`src/rtl/accel_perf_monitor.sv`:
```
// Run monitor for the accelerator: per-run cycle/transfer/stall/output counters,
// sticky protocol and health error flags, and a registered counter read port.
module accel_perf_monitor #(
  parameter int unsigned NB_STREAMS         = 2,
  parameter int unsigned CNT_WIDTH          = 32,
  parameter int unsigned FEATURE_MAP_WIDTH  = 64,
  parameter int unsigned FEATURE_MAP_HEIGHT = 64,
  parameter int unsigned OUTPUT_NB_CHANNELS = 32,
  parameter int unsigned COORD_WIDTH        = 32,
  parameter int unsigned TIMEOUT_CYCLES     = 1024,
  parameter int unsigned SEL_WIDTH          = 4
) (
  input  logic                   clk,
  input  logic                   rst,
  input  logic                   start,
  input  logic                   running,
  input  logic [NB_STREAMS-1:0]  s_valid,
  input  logic [NB_STREAMS-1:0]  s_ready,
  input  logic                   output_valid,
  input  logic [COORD_WIDTH-1:0] output_x,
  input  logic [COORD_WIDTH-1:0] output_y,
  input  logic [COORD_WIDTH-1:0] output_ch,
  input  logic [SEL_WIDTH-1:0]   stat_sel,
  output logic [CNT_WIDTH-1:0]   stat_data,
  output logic                   done,
  output logic [4:0]             err
);

  localparam int unsigned WD_WIDTH = $clog2(TIMEOUT_CYCLES + 1);
  localparam logic [CNT_WIDTH-1:0] CNT_MAX = '1;
  localparam logic [WD_WIDTH-1:0]  WD_MAX  = WD_WIDTH'(TIMEOUT_CYCLES);
  localparam longint unsigned EXP_OUTPUTS =
    64'(FEATURE_MAP_WIDTH) * 64'(FEATURE_MAP_HEIGHT) * 64'(OUTPUT_NB_CHANNELS);

  typedef enum logic [1:0] {IDLE, ARMED, RUN, DONE} state_e;

  state_e               state_q, state_d;
  logic [CNT_WIDTH-1:0] cyc_cnt_q, cyc_cnt_d;
  logic [CNT_WIDTH-1:0] out_cnt_q, out_cnt_d;
  logic [CNT_WIDTH-1:0] xfer_cnt_q  [NB_STREAMS];
  logic [CNT_WIDTH-1:0] xfer_cnt_d  [NB_STREAMS];
  logic [CNT_WIDTH-1:0] stall_cnt_q [NB_STREAMS];
  logic [CNT_WIDTH-1:0] stall_cnt_d [NB_STREAMS];
  logic [WD_WIDTH-1:0]  wd_q, wd_d;
  logic [4:0]           err_q, err_d;
  logic [CNT_WIDTH-1:0] stat_q, stat_d;
  logic                 done_q;

  logic active, counting, idle_or_done, any_hs, out_of_range, sat_hit;

  function automatic logic [CNT_WIDTH-1:0] sat_inc(input logic [CNT_WIDTH-1:0] v);
    return (v == CNT_MAX) ? v : v + CNT_WIDTH'(1);
  endfunction

  // True when this increment lands on (or stays at) the saturation value.
  function automatic logic near_max(input logic [CNT_WIDTH-1:0] v);
    return v >= (CNT_MAX - CNT_WIDTH'(1));
  endfunction

  assign active       = (state_q == ARMED) || (state_q == RUN);
  assign counting     = active && running;
  assign idle_or_done = (state_q == IDLE) || (state_q == DONE);
  assign any_hs       = |(s_valid & s_ready);
  assign out_of_range = (64'(output_x)  >= 64'(FEATURE_MAP_WIDTH))  ||
                        (64'(output_y)  >= 64'(FEATURE_MAP_HEIGHT)) ||
                        (64'(output_ch) >= 64'(OUTPUT_NB_CHANNELS));

  // Next-state, counter, watchdog, error and read-mux logic.
  always_comb begin
    state_d     = state_q;
    cyc_cnt_d   = cyc_cnt_q;
    out_cnt_d   = out_cnt_q;
    xfer_cnt_d  = xfer_cnt_q;
    stall_cnt_d = stall_cnt_q;
    wd_d        = wd_q;
    err_d       = err_q;
    stat_d      = '0;
    sat_hit     = 1'b0;

    case (state_q)
      IDLE, DONE: if (start)    state_d = ARMED;
      ARMED:      if (running)  state_d = RUN;
      RUN:        if (!running) state_d = DONE;
      default:                  state_d = IDLE;
    endcase

    if (counting) begin
      cyc_cnt_d = sat_inc(cyc_cnt_q);
      sat_hit   = sat_hit | near_max(cyc_cnt_q);
      for (int unsigned i = 0; i < NB_STREAMS; i++) begin
        if (s_valid[i] && s_ready[i]) begin
          xfer_cnt_d[i] = sat_inc(xfer_cnt_q[i]);
          sat_hit       = sat_hit | near_max(xfer_cnt_q[i]);
        end else if (s_valid[i]) begin
          stall_cnt_d[i] = sat_inc(stall_cnt_q[i]);
          sat_hit        = sat_hit | near_max(stall_cnt_q[i]);
        end
      end
    end

    // Beats are counted in ARMED/RUN even with running low to catch trailing outputs.
    if (active && output_valid) begin
      out_cnt_d = sat_inc(out_cnt_q);
      sat_hit   = sat_hit | near_max(out_cnt_q);
    end

    if (output_valid && out_of_range) err_d[0] = 1'b1;
    if (output_valid && idle_or_done) err_d[3] = 1'b1;
    if (sat_hit)                      err_d[4] = 1'b1;

    if (state_q == RUN) begin
      if (any_hs || output_valid) begin
        wd_d = '0;
      end else begin
        if (wd_q != WD_MAX) wd_d = wd_q + WD_WIDTH'(1);
        if (wd_q >= WD_MAX - WD_WIDTH'(1)) err_d[2] = 1'b1;
      end
    end

    if ((state_q == RUN) && !running && (64'(out_cnt_d) != EXP_OUTPUTS)) err_d[1] = 1'b1;

    if (idle_or_done && start) begin
      cyc_cnt_d = '0;
      out_cnt_d = '0;
      for (int unsigned i = 0; i < NB_STREAMS; i++) begin
        xfer_cnt_d[i]  = '0;
        stall_cnt_d[i] = '0;
      end
      wd_d  = '0;
      err_d = '0;
    end

    if (32'(stat_sel) == 32'd0) stat_d = cyc_cnt_q;
    if (32'(stat_sel) == 32'd1) stat_d = out_cnt_q;
    for (int unsigned i = 0; i < NB_STREAMS; i++) begin
      if (32'(stat_sel) == 32'(2 + 2 * i)) stat_d = xfer_cnt_q[i];
      if (32'(stat_sel) == 32'(3 + 2 * i)) stat_d = stall_cnt_q[i];
    end
  end

  always_ff @(posedge clk) begin
    if (rst) begin
      state_q   <= IDLE;
      cyc_cnt_q <= '0;
      out_cnt_q <= '0;
      for (int unsigned i = 0; i < NB_STREAMS; i++) begin
        xfer_cnt_q[i]  <= '0;
        stall_cnt_q[i] <= '0;
      end
      wd_q   <= '0;
      err_q  <= '0;
      stat_q <= '0;
      done_q <= 1'b0;
    end else begin
      state_q   <= state_d;
      cyc_cnt_q <= cyc_cnt_d;
      out_cnt_q <= out_cnt_d;
      for (int unsigned i = 0; i < NB_STREAMS; i++) begin
        xfer_cnt_q[i]  <= xfer_cnt_d[i];
        stall_cnt_q[i] <= stall_cnt_d[i];
      end
      wd_q   <= wd_d;
      err_q  <= err_d;
      stat_q <= stat_d;
      done_q <= (state_d == DONE);
    end
  end

  assign stat_data = stat_q;
  assign done      = done_q;
  assign err       = err_q;

endmodule

```
`config.mk`:
```
export PLATFORM = sky130hd
export DESIGN_NAME = accel_perf_monitor
export DESIGN_NICKNAME = d
export VERILOG_FILES = /design/src/rtl/accel_perf_monitor.sv
export SDC_FILE = /design/constraint.sdc
export NUM_CORES = 1
export LEC_CHECK = 0
export ABC_AREA = 1
export CAP_MARGIN = 40
export CELL_PAD_IN_SITES_DETAIL_PLACEMENT = 1
export CELL_PAD_IN_SITES_GLOBAL_PLACEMENT = 2
export CORE_ASPECT_RATIO = 1.4
export CORE_MARGIN = 10
export CORE_UTILIZATION = 29
export DETAILED_ROUTE_END_ITERATION = 16
export PLACE_DENSITY_LB_ADDON = 0.1
export SYNTH_ARGS = -nofsm -noshare
export SYNTH_HDL_FRONTEND = slang
export SYNTH_SLANG_ARGS = --single-unit
```
`constraint.sdc`:
```
create_clock -name clk -period 2.2 [get_ports clk]
set_clock_uncertainty 0.2 [all_clocks]
set_input_delay 0.66 -clock clk [delete_from_list [all_inputs] [get_ports clk]]
set_output_delay 0.66 -clock clk [all_outputs]
set_load 0.1 [all_outputs]
```
## After elaboration in Yosys (flattened, before gate mapping)

Index checks and enable logic that the tools add are counted.

- Output and inout bits: 38
- Input bits: 109
- Bits in registers: 243
- Word-level logic and storage cells: 112

- Equality and inequality tests: 17
- Bitwise operators: 14
- Add/subtract/negate cells: 7
- Reduce and logical (&&, ||, !) cells: 28
- Multiplexer cells: 21
- $lt $le $gt $ge: 10

Operators by type and width:

| operator | count |
|---|---|
| $mux W32 | 8 |
| $add A32 B1 Y32 const B | 6 |
| $eq A32 B32 Y1 const B | 6 |
| $ge A32 B32 Y1 const B | 6 |
| $ge A32 B7 Y1 const B | 2 |
| $ge A32 B6 Y1 const B | 1 |
| $ne A32 B18 Y1 const B | 1 |
| $mux W11 | 2 |
| $add A11 B1 Y11 const B | 1 |
| $ge A11 B10 Y1 const B | 1 |
| $ne A11 B11 Y1 const B | 1 |
| $logic_and A1 B1 Y1 | 9 |
| $reduce_and A3 Y1 | 3 |
| $eq A4 B2 Y1 const B | 2 |
| $eq A4 B3 Y1 const B | 2 |
| $not A1 Y1 | 8 |
| $reduce_and A4 Y1 | 2 |
| $mux W1 | 7 |
| $eq A2 B2 Y1 const B | 3 |
| $mux W2 | 3 |
| $pmux W2 S3 | 1 |
| $reduce_or A2 Y1 | 3 |
| $logic_or A1 B1 Y1 | 5 |
| $or A1 B1 Y1 | 5 |
| other kinds (8) | 9 |

## Longest topological paths before layout

- Word-level depth: 11
- Mapped depth: 18
- Mapped depth without buffers: 17

## Least setup slack after synthesis

Ideal clock, no wire load.

- Path kind: flip-flop to flip-flop
- Start point: register state_q[0]
- End point: register stall_cnt_q[19] in the netlist's numbering
- Data arrival time: 2049 ps
- Period minus slack after synthesis: 2381 ps
- Buffers on the path: 1
- Required time: 1868 ps
- Library setup time: 132 ps
- Slack: -181 ps
- Stages on the path, launching flop included: 15
- Cell sequence: dfxtp_1 -> inv_1 -> ha_1 -> nor2_2 -> inv_1 -> nor3_1 -> nand2_1 -> buf_6 -> inv_2 -> nand4_4 -> nor2_4 -> nand3_4 -> nor2_2 -> nand2_1 -> nor3b_2

- Longest elaborated chain between the ends: 4
- Elaborated cells on any way between the ends: 10
- Those cells by class: eq/ne: 3; reduce/logical: 7

RTL lines:

| element | RTL line | text |
|---|---|---|
| start: declaration | 37 | `state_e state_q, state_d;` |
| start signal: assignment | 155 | `state_q <= state_d;` |
| $eq A2 B1 Y1, or another cell as far along | 60 | `assign active = (state_q == ARMED) \|\| (state_q == RUN);` |
| $logic_or A1 B1 Y1, on equally long branches | 60, 62 |  |
| $logic_and A1 B1 Y1, on equally long branches | 61, 122 |  |
| $reduce_and A4 Y1 (no source line) / $reduce_or A2 Y1 (equally long branches) | - |  |
| end signal: indexed assignment | 160 | `stall_cnt_q[i] <= stall_cnt_d[i];` |
| end: declaration | 42 | `logic [CNT_WIDTH-1:0] stall_cnt_q [NB_STREAMS];` |

Several ways; a longest one is shown, not always the timed one.
A chain may end at the register's enable or synchronous reset.

## Worst setup path in the final report

- Start point: register out_cnt_q[0]
- End point: register err_q[1] (netlist: err[1])

- Longest elaborated chain between the ends: 5
- Elaborated cells on any way between the ends: 6
- Those cells by class: add/sub: 1; eq/ne: 2; mux: 2; reduce/logical: 1

RTL lines:

| element | RTL line | text |
|---|---|---|
| start: declaration | 39 | `logic [CNT_WIDTH-1:0] out_cnt_q, out_cnt_d;` |
| start signal: assignment | 157 | `out_cnt_q <= out_cnt_d;` |
| $add A32 B1 Y32 / $eq A32 B32 Y1 (equally long branches) | 52 | `return (v == CNT_MAX) ? v : v + CNT_WIDTH'(1);` |
| $mux W32 | 52 |  |
| $mux W32 * | 102 | `if (active && output_valid) begin` |
| $ne A32 B18 Y1 * | 120 | `if ((state_q == RUN) && !running && (64'(out_cnt_d) != EXP_OUTPUTS)) err_d[1] = 1'b1;` |
| $logic_and A1 B1 Y1 * | 120 |  |
| end signal: assignment | 163 | `err_q <= err_d;` |
| end: declaration | 45 | `logic [4:0] err_q, err_d;` |

Mark *: on every way between the ends. The rest lies on a longest branch, timed or not.

==> metrics.md <==
| Metric | Value |
|---|---|
| Status | finished, violations left |
| Failing checks | setup timing |
| Residual DRC | 0 |
| DRT Pass-1 Iters | 5 |
| DR iter-0 viols | 751 |
| Worst skew pair latency | 0.59 ns |
| Final Net Count | 3020 |
| R2r endpoint | err[1] |
| Post-route setup slack | -0.215 ns |
| Syn_nets | 2345 |
| Count of final setup violators | 9 |
| Pin count of the biggest net entering global routing | 35 |
| CP Capture Type | flop |
| RSZ-0062 raised after global routing | yes |
| Pleak | 9.32 nW |
| Worst slew pin tran | 0.573 ns |
| Gr busiest metal | met2 |
| Dominant cells by area after synthesis | dfxtp_1 (34%), nand2_1 (14%), a21oi_1 (7.4%) |
| Clock sinks | 243 |
| Post-route clock period utilization | 110% |
| Grt met1 use | 23.8% |
| Vias in the first global route | 18900 |
| Clk Tree Root Cell | clkbuf_16 |
| Most common cell in the netlist | nand2_1 |
| GRT Util Overall | 23.1% |
| Fillers | 6160 |
| Share of async-settable or async-resettable flops after synthesis | 0% |
| Max-cap violations | 0 |
| Clock buffer depth | 3 |
| Post-synthesis sequential element count | 243 |
| Layout cells sized above 1 | 35.3% |
| HPWL after DPL | 58200 µm |
| # port buffers | 129 |
| Core Area | 0.0492 mm² |
| Die ar. | 0.0594 mm² |
| VDD IR max | 0.568 mV |
| GPL Wtd Cong | 0.889 |
| Cells after Synth | 2220 |
| Synth area leader | dfxtp_1 |
| Worst hold path type | flop to flop |
| Global-route wire length before repair | 109000 µm |
| Register-to-Register Path Depth | 17 |
| End point of the critical path | err[1] |
| Final instance area | 0.0240 mm² |
| Hold path cells | 1 |
| Met2 GRT Util | 45.7% |
| Routed vias | 17900 |
| Reg-to-Reg Start | out_cnt_q[0] |
| CTS Buf Count | 30 |
| WS Path Type | flop to flop |
| Number of cell rows | 96 |
| Met3 usage | 1.89% |
| Diodes inserted | 0 |
| Die Wd | 209 µm |
| Post-synth top cells | nand2_1 (523), dfxtp_1 (243), inv_1 (238) |
| Worst-path clk slew | 0.06 ns |
| Initial Util | 29.4% |
| Syn avg cell area | 6.52 µm² |
| Count of cell types in the netlist | 52 |
| Setup crit start kind | flop |
| Via density | 5.04 |
| CP Data Required Time | 2.45 ns |
| Max Fclk | 414 MHz |
| Post-DP Area | 0.0210 mm² |
| Synthesis-to-layout area growth | 65.9% |
| H-tree Lvls | 1 |
| Initial antenna violation count | 0 |
| Crit path DAT | 2.67 ns |
| PwrDens | 497 mW/mm² |
| Primary FF master, synth | dfxtp_1 |
| Remaining antenna violation count | 0 |
| Max-slew violations | 0 |
| Worst hold slack | 0.251 ns |
| Cell area after synthesis | 0.0145 mm² |
| Hold_buf cts | 0 |
| Yosys warnings | 0 |
| Wire length per cell | 20.4 µm |
| Max_slew headroom | 61.4% |
| R2R Setup Slk | -0.22 ns |
| TritonCTS clock tree | built |
| Die Y | 284 µm |
| WL final | 72500 µm |
| Congestion Overflow GR | 0 |
| Final min period | 2.42 ns |
| Synth top area share | 33.6% |
| Fin. Hold Viols | 0 |
| CP Max Fanout | 6 |
| Number of synthesized flops with an enable pin | 0 |
| # IOs | 147 |
| Crit path from | out_cnt_q[0] |
| Seq/Total Area, Yosys | 33.6% |
-- state kept, by name, summed over array words and instances (netlist names) --
name and count:
cyc_cnt_q 32, done 1, err 5, out_cnt_q 32
stall_cnt_q 64, stat_data 32, state_q 2, wd_q 11
xfer_cnt_q 64
-- metal layers --
metal  wire [µm]  vias up  part of all wire, %
li1            -     8782                    -
met1       26900     8660                   37
met2       39800      329                   55
met3        1960      141                  2.7
met4        3870        0                  5.3
met5           0        -                    0
-- cell usage in the layout, fill, tap and decap left out, types with 31 or more instances in the layout --
master           count
a21oi_1            187
buf_12              58
buf_4              530
clkbuf_16           31
clkdlybuf4s50_1     86
dfxtp_1            209
inv_1              216
nand2_1            481
nand2_2             39
nand3_1             72
nand4_1             52
nor2_1             174
nor2_2              43
nor2_4              36
nor3_1              66
nor4_1              39
o21ai_0             97
xor2_1              52
-- worst min path at each step --
stage                          endpoint  slack, ns          start
after floorplan           cyc_cnt_q[16]       0.24  cyc_cnt_q[16]
after CTS                 cyc_cnt_q[31]       0.29  cyc_cnt_q[31]
after global placement          wd_q[0]       0.27        wd_q[0]
final                     cyc_cnt_q[16]       0.25  cyc_cnt_q[16]
after detailed placement  cyc_cnt_q[31]       0.28  cyc_cnt_q[31]
after global routing      cyc_cnt_q[16]       0.28  cyc_cnt_q[16]
-- cells by family (layout without fill, tap and decap cells) --
logic type	after synthesis	count (layout)	share of synthesized area, %
xor+xnor	64	64	3.87
fa+ha+maj	16	16	1.38
buf+inv	323	1020	8.69
flops	243	243	33.6
simple gates	1143	1143	36.3
compound gates	431	431	16.2
-- stage by stage --
stage	setup slack, ns	power (mW)	TNS, ns	util [%]	instances
2_1_floorplan	-0.0578	5.45	-0.137	-	2220
6_report	-0.215	11.9	-0.634	48.7	3554
4_1_cts	-0.197	12.0	-1.06	46.5	3529
3_5_place_dp	-0.928	6.55	-137.34	42.6	3450
3_3_place_gp	-0.929	6.50	-126.71	42.6	3450
5_1_grt	-0.330	12.4	-3.41	48.7	3554
-- power breakdown --
group / switching (mW) / internal [mW]
Sequential: 0.0499 / 4.45
Clock: 2.13 / 3.04
Combinational: 1.28 / 0.979
-- repair_timing --
item / in CTS / in global routing
setup buffers: 24 / 28
cloned: 4 / 1
pin swaps: 72 / 102
resized for setup: 202 / 254
endpoints found under the hold margin: 0 / 0
setup endpoints to repair: 138 / 174
-- cell type report --
| class | instances | area, µm² | area share, % |
|---|---|---|---|
| repair inverters | 1 | 5.00 | 0.0208 |
| clock buffers | 42 | 857 | 3.57 |
| clock inverters | 12 | 135 | 0.563 |
| inverters | 254 | 1020 | 4.24 |
| well taps | 637 | 797 | 3.32 |
| multi-input cells | 1654 | 9760 | 40.7 |
| repair buffers | 711 | 6500 | 27.1 |
| flip-flops and latches | 243 | 4930 | 20.5 |
-- worst max-delay path, stage by stage, from the launching register on --
cell     delay, ns
dfxtp_4       0.36
ha_4          0.17
inv_4         0.07
nor2_8        0.04
nand2_4       0.10
nor2_8        0.06
buf_6         0.12
nand2_8       0.09
buf_12        0.13
nand3_2       0.06
a21oi_2       0.18
nand2_1       0.09
nor2_2        0.13
nand2_1       0.09
nor2_2        0.14
nand3_2       0.11
nand2_1       0.08
a21oi_1       0.06
Note: power is estimated with default switching activity, not from simulation.
